<file path="src/rtl/rf_dump.sv">
// Register-file dump engine: walks an address range on read port A1 and
// streams (address, data) words out over a valid/ready handshake.
module rf_dump #(
    parameter int ADDR_W = 5,
    parameter int DATA_W = 32
) (
    input  logic              clk,
    input  logic              reset,
    input  logic              start,
    input  logic              abort,
    input  logic [ADDR_W-1:0] first_addr,
    input  logic [ADDR_W-1:0] last_addr,
    output logic [ADDR_W-1:0] rf_addr,
    input  logic [DATA_W-1:0] rf_rdata,
    output logic              out_valid,
    input  logic              out_ready,
    output logic [ADDR_W-1:0] out_addr,
    output logic [DATA_W-1:0] out_data,
    output logic              busy,
    output logic              done
);

    typedef enum logic [1:0] {
        IDLE = 2'd0,
        READ = 2'd1,
        WAIT = 2'd2
    } state_t;

    state_t            state_q, state_d;
    logic [ADDR_W-1:0] rf_addr_q, rf_addr_d;
    logic [ADDR_W-1:0] last_q, last_d;
    logic [ADDR_W-1:0] out_addr_q, out_addr_d;
    logic [DATA_W-1:0] out_data_q, out_data_d;
    logic              out_valid_q, out_valid_d;
    logic              busy_q, busy_d;
    logic              done_q, done_d;

    always_comb begin
        state_d     = state_q;
        rf_addr_d   = rf_addr_q;
        last_d      = last_q;
        out_addr_d  = out_addr_q;
        out_data_d  = out_data_q;
        out_valid_d = out_valid_q;
        done_d      = 1'b0;
        unique case (state_q)
            IDLE: begin
                // start has priority over abort here; abort means nothing in IDLE
                if (start) begin
                    rf_addr_d = first_addr;
                    last_d    = last_addr;
                    state_d   = READ;
                end
            end
            READ: begin
                if (abort) begin
                    out_valid_d = 1'b0;
                    state_d     = IDLE;
                end else begin
                    out_data_d  = rf_rdata;
                    out_addr_d  = rf_addr_q;
                    out_valid_d = 1'b1;
                    state_d     = WAIT;
                end
            end
            WAIT: begin
                if (abort) begin
                    out_valid_d = 1'b0;
                    state_d     = IDLE;
                end else if (out_ready) begin
                    out_valid_d = 1'b0;
                    if (rf_addr_q == last_q) begin
                        done_d  = 1'b1;
                        state_d = IDLE;
                    end else begin
                        rf_addr_d = rf_addr_q + ADDR_W'(1);
                        state_d   = READ;
                    end
                end
            end
            default: begin
                out_valid_d = 1'b0;
                state_d     = IDLE;
            end
        endcase
        busy_d = (state_d != IDLE);
    end

    always_ff @(posedge clk or posedge reset) begin
        if (reset) begin
            state_q     <= IDLE;
            rf_addr_q   <= '0;
            last_q      <= '0;
            out_addr_q  <= '0;
            out_data_q  <= '0;
            out_valid_q <= 1'b0;
            busy_q      <= 1'b0;
            done_q      <= 1'b0;
        end else begin
            state_q     <= state_d;
            rf_addr_q   <= rf_addr_d;
            last_q      <= last_d;
            out_addr_q  <= out_addr_d;
            out_data_q  <= out_data_d;
            out_valid_q <= out_valid_d;
            busy_q      <= busy_d;
            done_q      <= done_d;
        end
    end

    assign rf_addr   = rf_addr_q;
    assign out_addr  = out_addr_q;
    assign out_data  = out_data_q;
    assign out_valid = out_valid_q;
    assign busy      = busy_q;
    assign done      = done_q;

endmodule

</file>
<file path="config.mk">
export PLATFORM = sky130hd
export DESIGN_NAME = rf_dump
export DESIGN_NICKNAME = d
export VERILOG_FILES = /design/src/rtl/rf_dump.sv
export SDC_FILE = /design/constraint.sdc
export NUM_CORES = 1
export LEC_CHECK = 0
export ABC_AREA = 1
export CORE_MARGIN = 2
export CORE_UTILIZATION = 45
export DETAILED_ROUTE_END_ITERATION = 10
export PLACE_DENSITY = 0.84
export SYNTH_ARGS = -nofsm -noshare
export SYNTH_HDL_FRONTEND = slang
export SYNTH_SLANG_ARGS = --single-unit
</file>
<file path="constraint.sdc">
create_clock -name clk -period 3.5 [get_ports clk]
set_clock_uncertainty 0.2 [all_clocks]
set_input_delay 0.35 -clock clk [delete_from_list [all_inputs] [get_ports clk]]
set_output_delay 0.35 -clock clk [all_outputs]
set_load 0.03 [all_outputs]
</file>
==> run metrics <==
Total GRT Usage 20.2%; crit path DAT approximately 1.5 ns; post-cts repair resize count 0; hold path start out_data[27]; Post-CTS Setup Inserts 0; CTS max path bufs 2; Worst-path clk slew around 0.09 ns; vias in the first global route 1,821; hold path cells 2; starting density of the core 46.2%; max_slew headroom 29.3%; Register Area 1300 um2; Detail Route Antenna Nets 0; Worst path depth 1; Yosys reg bits 52; diode count 0; layout cells sized above 1 5.57%; CP delay by family, top buffers and inverters; worst path cell trace clkdlybuf4s50_1; Synth-to-Final Area Change 48.3%; Clock Latency Late Sink between 0.3 and 0.4 ns; Util after Layout 68.6%; I/O pin cnt 92; Mean Syn Cell Area 8.68 um2; worst path bufs/invs 1; Syn Inst Count 250; R2R setup slack 1.73 ns; Crit-path slowest cell clkdlybuf4s50_1; CP Launch Type flop; Max Slew Vio Count 0; Overflow after GRT 0; # setup viols final 0; WL per Instance 12.7 um; reg2reg path depth 4; DR vias/cell 4.77; f_max 0.480 GHz; max-cap violations 0; post-synth cell types 20; largest net degree at the start of global routing 53; RSZ-0062 raised after global routing no; Synth area leaders dfrtp_1 (60%), nand2_1 (23%), buf_2 (2.1%), inv_1 (2.1%), nand3_1 (1.8%); hold worst-path end out_data[27]; R2R Path Start state_q[1]; post-synthesis cell area 2170 um2; hold crit path type reg2reg; vias after detailed routing 1,886; CTS buffer count 5; die height 73.4 um; total wire length ~5000 um; H-tree depth 2; Hold-fix buffers, CTS 0; die area 5390 um2; CP required 2.95 ns; Period Utilization, post-route around three fifths; DRC 0; clk sinks 52; initial antenna violation count 0; multi-input logic area 771 um2; worst reg2reg path endpoint out_addr[3]; post-DP HPWL about 3700 um; drt pass-1 iters 4; Syn Nets between 200 and 300; area of the core 4690 um2; Slew @ Worst Pin 1.06 ns; num rows 25; largest area contributor in the netlist dfrtp_1; Final GP Congestion 0.800; clock period minus final worst setup slack 2.08 ns; critical path fanouts, max 7; Critical Path End Type primary output; Layout fillers 394; Max VDD drop 487 uV; Power Dens Cells a little under 800 nW/um2; Initial DRC Count 111; Port Buf Inserts 91; Final Hold Viols 0; post-synth top area share 60.0%; CTS tree done; Die X 73.4 um; leakage power 0.00159 uW; Clk Tree Root Cell clkbuf_8; synth warn 0; Largest stage delay, worst path 0.72 ns; status finished, final reports clean; register area share after synthesis 60.0%; first-pass GRT wire length 8220 um; setup TNS 0 ns; fin nets between 300 and 400; critical path type reg2out
sequential cells by signal, indices dropped and copies added (netlist names):
register	flops
out_data	32
last_q	5
out_addr	5
rf_addr	5
state_q	2
busy	1
done	1
out_valid	1
stage by stage:
stage | power [uW] | setup WS, ns | hold slack (ns) | cell area, um2 | instances
after floorplan | 1630 | 1.69 | 0.267 | 2170 | 250
after global placement | 2130 | 1.34 | 0.253 | 3110 | 387
after detailed placement | 2170 | 1.29 | 0.257 | 3110 | 387
after CTS | 2570 | 1.41 | 0.280 | 3220 | 395
after global routing | 2710 | 1.37 | 0.307 | 3220 | 395
final | 2550 | 1.42 | 0.274 | 3220 | 395
worst max-delay path by stage:
| stage | startpoint | to | slack (ns) |
|---|---|---|---|
| 2_1_floorplan | reset | busy | 1.69 |
| 3_3_place_gp | abort | out_addr[0] | 1.34 |
| 3_5_place_dp | abort | out_addr[1] | 1.29 |
| 4_1_cts | rf_addr[2] | rf_addr[2] | 1.41 |
| 5_1_grt | rf_addr[2] | rf_addr[2] | 1.37 |
| 6_report | rf_addr[2] | rf_addr[2] | 1.42 |
metal layers:
metal  GRT usage, %  share of wire (%)
met5              0                  0
met4           9.09                1.7
met3           4.39                6.0
met2           33.5                 48
met1           25.2                 44
synthesized netlist by cell type:
master / instances
nand2_1: 132
dfrtp_1: 52
inv_1: 12
buf_2: 9
nand3_1: 8
nor2_1: 8
o21ai_0: 5
a21oi_1: 4
o21ai_1: 4
inv_2: 2
mux2_2: 2
nand2_4: 2
xnor2_1: 2
xor2_1: 2
ha_1: 1
nand3_2: 1
nor2_2: 1
nor3_1: 1
nor3_2: 1
nor3_4: 1
power by group:
group / internal, uW / total [uW] / switching, uW
Clock: 212 / 406 / 193
Combinational: 496 / 1190 / 694
Sequential: 811 / 952 / 141
kinds of logic after synthesis:
| logic type | share of synthesized area (%) |
|---|---|
| xor+xnor | 1.62 |
| flops | 60.0 |
| mux | 1.04 |
| fa+ha+maj | 0.577 |
| simple gates | 29.3 |
| compound gates | 3.00 |
| buf+inv | 4.50 |
layout make-up:
cell class / instances / share of cell area, %
clock inverters: 2 / 1.09
well taps: 54 / 2.10
flip-flops and latches: 52 / 40.4
repair buffers: 92 / 28.5
multi-input cells: 175 / 24.0
inverters: 14 / 1.63
clock buffers: 6 / 2.26
worst reg2reg max path, delay by kind of cell, from the launching register on:
| family | cells | cell delay [ns] |
|---|---|---|
| and+or+nand+nor | 2 | 0.57 |
| buffers and inverters | 1 | 0.37 |
| AOI/OAI and AO/OA | 1 | 0.07 |
| DFF | 1 | 0.43 |
cells in the final DEF, fill, tap and decap left out, drive strengths merged, types with 3 or more instances in the layout:
cell type,netlist,routed
a21oi,4,4
clkbuf,0,6
clkdlybuf4s50,0,91
dfrtp,52,52
inv,14,14
nand2,134,134
nand3,9,9
nor2,9,9
nor3,3,3
o21ai,9,9
Power figures use the tool's default switching activity.
